File: config.mk
export PLATFORM = sky130hd
export DESIGN_NAME = memory_stage
export DESIGN_NICKNAME = d
export VERILOG_FILES = /design/src/rtl/mem_stage_pkg.sv /design/src/rtl/memory_stage_lsu_align.sv /design/src/rtl/memory_stage.sv
export SDC_FILE = /design/constraint.sdc
export NUM_CORES = 1
export LEC_CHECK = 0
export BUFFER_PORTS_ARGS = -buffer_cell sky130_fd_sc_hd__buf_2
export CAP_MARGIN = 20
export CORE_AREA = 2 2 101 176
export CTS_CLUSTER_SIZE = 40
export DETAILED_ROUTE_END_ITERATION = 10
export DIE_AREA = 0 0 103 178
export PLACE_DENSITY = 0.79
export SYNTH_ARGS = -nofsm -noshare
export SYNTH_HDL_FRONTEND = slang
export SYNTH_SLANG_ARGS = --single-unit
File: constraint.sdc
create_clock -name CLK -period 2.03 [get_ports CLK]
set_clock_uncertainty 0.05 [all_clocks]
set_input_delay 0.1015 -clock CLK [delete_from_list [all_inputs] [get_ports CLK]]
set_output_delay 0.1015 -clock CLK [all_outputs]
set_load 0.01 [all_outputs]
File: src/rtl/mem_stage_pkg.sv
// Shared types and encodings for the RV32I memory stage.
// Holds FSM states, funct3 access sizes and writeback source selects.
package mem_stage_pkg;

  typedef enum logic [1:0] {
    IDLE = 2'b00,
    BUSY = 2'b01,
    DONE = 2'b10
  } state_t;

  localparam logic [2:0] F3_B  = 3'b000;
  localparam logic [2:0] F3_H  = 3'b001;
  localparam logic [2:0] F3_W  = 3'b010;
  localparam logic [2:0] F3_BU = 3'b100;
  localparam logic [2:0] F3_HU = 3'b101;

  localparam logic [1:0] RS_ALU = 2'b00;
  localparam logic [1:0] RS_MEM = 2'b01;
  localparam logic [1:0] RS_PC4 = 2'b10;

endpackage

File: src/rtl/memory_stage_lsu_align.sv
// Byte-lane steering for stores and load extraction/extension.
// Purely combinational; shared by request issue and writeback capture.
module lsu_align
  import mem_stage_pkg::*;
(
  input  logic        store,
  input  logic [2:0]  funct3,
  input  logic [1:0]  addr_lo,
  input  logic [31:0] wdata,
  input  logic [31:0] rdata,
  output logic [3:0]  be,
  output logic [31:0] wdata_rep,
  output logic        misalign,
  output logic [31:0] load_data
);

  logic [7:0]  byte_sel;
  logic [15:0] half_sel;

  assign byte_sel = rdata[{addr_lo, 3'b000} +: 8];
  assign half_sel = addr_lo[1] ? rdata[31:16] : rdata[15:0];

  // Store lanes, replication and alignment fault detection
  always_comb begin
    be        = 4'b0000;
    wdata_rep = wdata;
    misalign  = 1'b0;
    case (funct3)
      F3_B, F3_BU: begin
        be        = 4'b0001 << addr_lo;
        wdata_rep = {4{wdata[7:0]}};
      end
      F3_H, F3_HU: begin
        be        = 4'b0011 << addr_lo;
        wdata_rep = {2{wdata[15:0]}};
        misalign  = addr_lo[0];
      end
      F3_W: begin
        be       = 4'b1111;
        misalign = |addr_lo;
      end
      default: misalign = 1'b1;
    endcase
    // unsigned sizes have no store form
    if (store && funct3[2]) misalign = 1'b1;
  end

  // Load lane select and sign/zero extension
  always_comb begin
    load_data = rdata;
    case (funct3)
      F3_B:    load_data = {{24{byte_sel[7]}}, byte_sel};
      F3_BU:   load_data = {24'h0, byte_sel};
      F3_H:    load_data = {{16{half_sel[15]}}, half_sel};
      F3_HU:   load_data = {16'h0, half_sel};
      default: load_data = rdata;
    endcase
  end

endmodule

File: src/rtl/memory_stage.sv
// RV32I memory stage: req/ack data-memory access with pipeline stall,
// load alignment and the MEM/WB pipeline register.
module memory_stage
  import mem_stage_pkg::*;
#(
  parameter int DATA_WIDTH    = 32,
  parameter int ADDRESS_WIDTH = 5
) (
  input  logic                     CLK,
  input  logic                     RST,
  input  logic                     RegWriteM,
  input  logic                     MemWriteM,
  input  logic [1:0]               ResultSrcM,
  input  logic [2:0]               Funct3M,
  input  logic [ADDRESS_WIDTH-1:0] RdM,
  input  logic [DATA_WIDTH-1:0]    ALUResultM,
  input  logic [DATA_WIDTH-1:0]    WriteDataM,
  input  logic [DATA_WIDTH-1:0]    PCPlus4M,
  output logic                     StallM,
  output logic                     MemReq,
  output logic                     MemWE,
  output logic [31:0]              MemAddr,
  output logic [31:0]              MemWData,
  output logic [3:0]               MemBE,
  input  logic                     MemAck,
  input  logic [31:0]              MemRData,
  output logic                     RegWriteW,
  output logic [1:0]               ResultSrcW,
  output logic [ADDRESS_WIDTH-1:0] RdW,
  output logic [DATA_WIDTH-1:0]    ALUResultW,
  output logic [DATA_WIDTH-1:0]    ReadDataW,
  output logic [DATA_WIDTH-1:0]    PCPlus4W,
  output logic                     MisalignW
);

  state_t      state, state_nx;
  logic        access;
  logic        mis;
  logic        start;
  logic        fault;
  logic        ack_ok;
  logic [3:0]  be_c;
  logic [31:0] wrep_c;
  logic [31:0] ld_c;
  logic [31:0] rlatch;

  assign access = MemWriteM | (ResultSrcM == RS_MEM);
  assign start  = (state == IDLE) & access & ~mis;
  assign fault  = (state == IDLE) & access & mis;
  assign ack_ok = (state == BUSY) & MemAck;

  lsu_align u_align (
    .store     (MemWriteM),
    .funct3    (Funct3M),
    .addr_lo   (ALUResultM[1:0]),
    .wdata     (WriteDataM),
    .rdata     (rlatch),
    .be        (be_c),
    .wdata_rep (wrep_c),
    .misalign  (mis),
    .load_data (ld_c)
  );

  // Access sequencing state register
  always_ff @(posedge CLK) begin
    if (RST) state <= IDLE;
    else     state <= state_nx;
  end

  // Next state and stall; the stall rises in the same cycle the access arrives
  always_comb begin
    state_nx = state;
    StallM   = 1'b0;
    unique case (state)
      IDLE: begin
        if (access && !mis) begin
          state_nx = BUSY;
          StallM   = 1'b1;
        end
      end
      BUSY: begin
        StallM = 1'b1;
        if (MemAck) state_nx = DONE;
      end
      DONE:    state_nx = IDLE;
      default: state_nx = IDLE;
    endcase
  end

  // Request registers, loaded on issue and held until the ack
  always_ff @(posedge CLK) begin
    if (RST) begin
      MemReq   <= 1'b0;
      MemWE    <= 1'b0;
      MemBE    <= 4'b0000;
      MemAddr  <= 32'h0;
      MemWData <= 32'h0;
    end else if (start) begin
      MemReq   <= 1'b1;
      MemWE    <= MemWriteM;
      MemBE    <= be_c;
      MemAddr  <= {ALUResultM[31:2], 2'b00};
      MemWData <= wrep_c;
    end else if (ack_ok) begin
      MemReq <= 1'b0;
      MemWE  <= 1'b0;
      MemBE  <= 4'b0000;
    end
  end

  // Read-data latch, only written by an ack that arrives while busy
  always_ff @(posedge CLK) begin
    if (RST)         rlatch <= 32'h0;
    else if (ack_ok) rlatch <= MemRData;
  end

  // MEM/WB register: capture when not stalled, otherwise insert a bubble
  always_ff @(posedge CLK) begin
    if (RST) begin
      RegWriteW  <= 1'b0;
      ResultSrcW <= RS_ALU;
      RdW        <= '0;
      ALUResultW <= '0;
      ReadDataW  <= '0;
      PCPlus4W   <= '0;
      MisalignW  <= 1'b0;
    end else begin
      MisalignW <= fault;
      if (StallM) begin
        RegWriteW  <= 1'b0;
        ResultSrcW <= RS_ALU;
      end else begin
        RegWriteW  <= RegWriteM & ~fault;
        ResultSrcW <= ResultSrcM;
        RdW        <= RdM;
        ALUResultW <= ALUResultM;
        ReadDataW  <= ld_c;
        PCPlus4W   <= PCPlus4M;
      end
    end
  end

endmodule

# After elaboration in Yosys (flattened, before gate mapping)
# Index checks and enable logic that the tools add are counted.
# W data, S select, Z words.
dict set report word_totals {
  in_bits 143
  out_inout_bits 176
  regBits 207
}
dict set report classes {
  shifts 3
  mux 16
  eq_ne 8
  bitwise 8
  n_reduce_logical 11
}
# cell n
set op_table {}
lappend op_table {{$pmux W32 S4} 1}
lappend op_table {{$pmux W32 S2} 1}
lappend op_table {{$shiftx A32 B6 Y8} 1}
lappend op_table {{$mux W16} 1}
lappend op_table {{$pmux W4 S3} 1}
lappend op_table {{$mux W4} 2}
lappend op_table {{$reduce_or A2 Y1} 4}
lappend op_table {{$eq A3 B3 Y1 const B} 2}
lappend op_table {{$and A1 B1 Y1} 5}
lappend op_table {{$mux W1} 5}
lappend op_table {{$eq A2 B1 Y1 const B} 2}
lappend op_table {{$mux W2} 2}
lappend op_table {{$pmux W2 S2} 1}
lappend op_table {{$shl A1 B2 Y4 const A} 1}
lappend op_table {{$shl A2 B2 Y4 const A} 1}
lappend op_table {{$eq A3 B1 Y1 const B} 1}
lappend op_table {{$eq A3 B2 Y1 const B} 1}
lappend op_table {{$logic_not A3 Y1} 1}
lappend op_table {{$pmux W1 S3} 1}
lappend op_table {{$logic_and A1 B1 Y1} 2}
lappend op_table {{$logic_not A2 Y1} 1}
lappend op_table {{$ne A2 B1 Y1 const B} 1}
lappend op_table {{$ne A2 B2 Y1 const B} 1}
lappend op_table {{$not A1 Y1} 2}
lappend op_table {{5 further kinds} 5}

# Logic depth before layout (Yosys ltp)
dict set report logic_depth {
  word_depth 9
  depth_mapped 9
  depth_no_buf 6
}

# Cells and area by module
# Synthesis repeated with hierarchy kept, for this count alone.
dict set report unflattened {
  cells_unflattened 1036
  area_unflattened_um2 9821.9
}
# mod cells_per_inst area_each_um2 instances
set modules_own_cells {}
lappend modules_own_cells {memory_stage 866 8642.0 1}
lappend modules_own_cells {lsu_align 170 1179.9 1}

# Least setup slack after synthesis
# OpenSTA, ideal clock, no wires.
dict set report synth_timing {
  path_type {input -> register}
  from {input ALUResultM[0]}
  to {register MemBE[0]}
  t_arrival_ps 1426
  path_buffers 3
  path_stages 8
  setup_ps 132
  t_required_ps 1848
  setup_slack_ps 421
  path_cell_list {buf_2 -> nor4_2 -> nor2_1 -> or4_1 -> buf_2 -> buf_4 -> nand3_1 -> a21oi_1}
}
dict set report synth_between {
  elab_chain_len 6
  elab_cells_between_ends 10
}
# element line_no
set synth_rtl {}
lappend synth_rtl {{from (decl)} memory_stage.sv:16} ;# input logic [DATA_WIDTH-1:0] ALUResultM,
lappend synth_rtl {{$reduce_or A2 Y1} memory_stage_lsu_align.sv:40} ;# misalign = |addr_lo;
lappend synth_rtl {{$pmux W1 S3} memory_stage_lsu_align.sv:28} ;# case (funct3)
lappend synth_rtl {{$mux W1} memory_stage_lsu_align.sv:45} ;# if (store && funct3[2]) misalign = 1'b1;
lappend synth_rtl {{$not A1 Y1} memory_stage.sv:48} ;# assign start = (state == IDLE) & access & ~mis;
lappend synth_rtl {{$and A1 B1 Y1} memory_stage.sv:48}
lappend synth_rtl {{$mux W4 or $reduce_bool A2 Y1 (tied branches)} n/a}
lappend synth_rtl {{to (signal assigned)} memory_stage.sv:95} ;# MemBE <= 4'b0000;
lappend synth_rtl {{to (signal assigned)} memory_stage.sv:101} ;# MemBE <= be_c;
lappend synth_rtl {{to (signal assigned)} memory_stage.sv:107} ;# MemBE <= 4'b0000;
lappend synth_rtl {{to (decl)} memory_stage.sv:24} ;# output logic [3:0] MemBE,
# Several ways; a longest one is shown, not always the timed one.
# A chain may end at the register's enable or synchronous reset.

# Worst setup path after layout
dict set report layout_timing {
  from {register state[0]}
  to {output StallM}
}
dict set report layout_between {
  elab_chain_len 2
  elab_cells_between_ends 3
}
# element line_no
set layout_rtl {}
lappend layout_rtl {{from (decl)} memory_stage.sv:36} ;# state_t state, state_nx;
lappend layout_rtl {{from (signal assigned)} memory_stage.sv:67} ;# else state <= state_nx;
lappend layout_rtl {{$eq A2 B1 Y1 or $logic_not A2 Y1 (tied branches)} memory_stage.sv:74} ;# unique case (state)
lappend layout_rtl {{$pmux W1 S2 (*)} memory_stage.sv:74}
lappend layout_rtl {{to (decl)} memory_stage.sv:19} ;# output logic StallM,
# Mark *: on every way between the ends. The rest lies on a longest branch, timed or not.

==> results.ini <==
[grt]
grt_usage_pct=31.1
grt_pass1_wl_mm=44.9
grt_pass1_vias=8762
grt_max_degree=106
antenna_found_initial=2
grt_overflow=0

[timing]
finalSetupViolations=0
relSlewSlack_pct=47.9
post-route-min-period_ps=1950
fin_crit_sh_pct=95.9
tightest_slew_ps=781
slew_violations=0
hold_viol=0
fmax_ghz=0.514
rsz0062_at_grt=yes

[yosys]
synth_edf_count=0
netlist_instances=1032
yosysSeqAreaShare_pct=51.1
synth_cell_types=40
ys_warn_count=0
synth.avg_cell_area_um2=7.86
syn_area_um2=8110
async_flop_share_pct=0
ys_ff_latch=207
synth_ff_type=dfxtp_1

[route]
vias=9198
route.detailed.drc=0
routed_wl_mm=30.5
drt_iter0_drc=533
wl_per_cell_um=18.0
first_pass_iters=5
final_antenna_net_count=0
drt-vias-per-instance=5.44

[power_and_ir_drop]
p_total_mw=10.1
power.leakage_nw=5.36
powerDensity_nw_per_um2=842
peakVddDrop_v=0.000669

[floorplan]
fp.dieH_um=178
die_area_um2=18300
initial_core_util_pct=48.1
rows=63
fp.dieW_um=103
core-area_um2=16900
ios=319

[worst_setup_path]
critPathLaunchType=flop
cp_max_fo=25
rrSetupSlack_ps=110
worstSetupEndpointType=output pin
critPathRequiredTime_ps=1880
worstPathArrival_ps=1800
worstSetupPathType=flop to output pin

[place]
io_buffers=316
hpwl_mm=17.9
gp_congestion=0.877
dp.cells=1519
placed_cell_area_um2=9950

[finish]
fin_area_um2=12000
drive_above_1_share_pct=26.8
fin_util_pct=71.0
final_cells=1690
layout_common_cells=349 x nand2_1, 315 x buf_2, 206 x dfxtp_1
fillCellCount=1203
fin_nets=1592
syn_to_final_growth_pct=47.8
regArea_um2=4150
multi_input_area_um2=3560
final_common_cell=nand2_1

[cts]
clockBufferDepth=3
cts_tree=done
cts_buffers=19
post_cts_buffers=0
insertion_delay_ps=480
cts.sinks=207
clockRootBuffer=clkbuf_16
cts_htree_levels=1
path_clk_slew_ps=70

[status]
status=completed

[job]
maxCapViolations=0

[hold_path]
hold_class=input port to flop

## state kept, by name, indices dropped and copies added, names as in the netlist, 2 cells and up
register / count
MemBE: 4
state: 2
rlatch: 32
ResultSrcW: 2
MemAddr: 30
MemWData: 32
ReadDataW: 32
ALUResultW: 32
PCPlus4W: 32
RdW: 5
## logic make-up after synthesis
kind of cell	Yosys count	synth area share, %
flip-flops	207	51.1
AND/OR/NAND/NOR	447	22.1
multiplexers	21	2.61
AO/OA/AOI/OAI	263	19.0
other	1	0.0463
buffers and inverters	93	5.17
## through the flow
stage                     TNS, ps  hold WS (ps)  setup slack, ps
after CTS                       0          13.8             4.51
after floorplan                 0           187              421
after detailed placement        0           297             75.3
after global routing        -9.71          37.6            -9.71
after global placement          0           291              111
final                           0          30.4             83.2
## critical path, cell delays in order (launching register included)
cell and delay (ps):
dfxtp_2 370, inv_1 80, a31oi_1 130, buf_4 150
o21ai_4 70, inv_4 130, buf_12 200, buf_2 160
## worst paths after layout
path,depth (start not counted),start,end
hold / removal,4,ALUResultM[0],ALUResultW[0]$_SDFFE_PP0N_
setup / recovery,7,state[0]$_SDFFE_PP0P_,StallM
hold reg to reg,2,PCPlus4W[30]$_SDFFE_PP0N_,PCPlus4W[30]$_SDFFE_PP0N_
setup reg to reg,5,state[1]$_SDFFE_PP0P_,ReadDataW[25]$_SDFFE_PP0N_
## layout make-up
type	instances	share of cell area [%]
flip-flops and latches	207	34.6
inverters	6	0.209
repair buffers	482	27.6
clock inverters	8	1.09
multi-input cells	733	29.7
diodes	3	0.0627
well taps	227	2.37
clock buffers	24	4.38
## cell usage after synthesis (all sizes together), types with 4 or more instances
cell	number	area share (%)
nor2	56	2.6
nand3	7	0.43
buf	39	2.7
nor3	10	0.62
a221oi	5	0.54
nand2	349	16
dfxtp	207	51
mux2i	20	2.5
a2111oi	5	0.85
a311oi	8	0.86
inv	6	0.28
a21oi	175	11
clkbuf	48	2.2
a211oi	35	3.2
o21ai	23	1.6
a21o	5	0.46
nand3b	4	0.37
nand2b	5	0.39
## per-layer routing
metal	share of wire, %	vias up	GRT usage (%)
met5	0	-	0
met4	6.5	0	18.5
met3	7.5	129	5.68
met2	51	517	54.1
met1	35	4272	34.3
li1	-	4280	-
## power by group
group	leakage [nW]	switching [mW]	total, mW	internal [mW]
Clock	0.310	1.60	3.82	2.22
Combinational	3.35	1.01	1.78	0.768
Sequential	1.70	0.164	4.50	4.33
## what timing repair did
| action | CTS | global route |
|---|---|---|
| gates cloned | 0 | 1 |
| hold buffers | 136 | 0 |
| endpoints found under the hold margin | 166 | 0 |
| endpoints found under the setup margin | 1 | 2 |
| gates resized for setup | 2 | 2 |
Note: power is estimated with default switching activity, not from simulation.
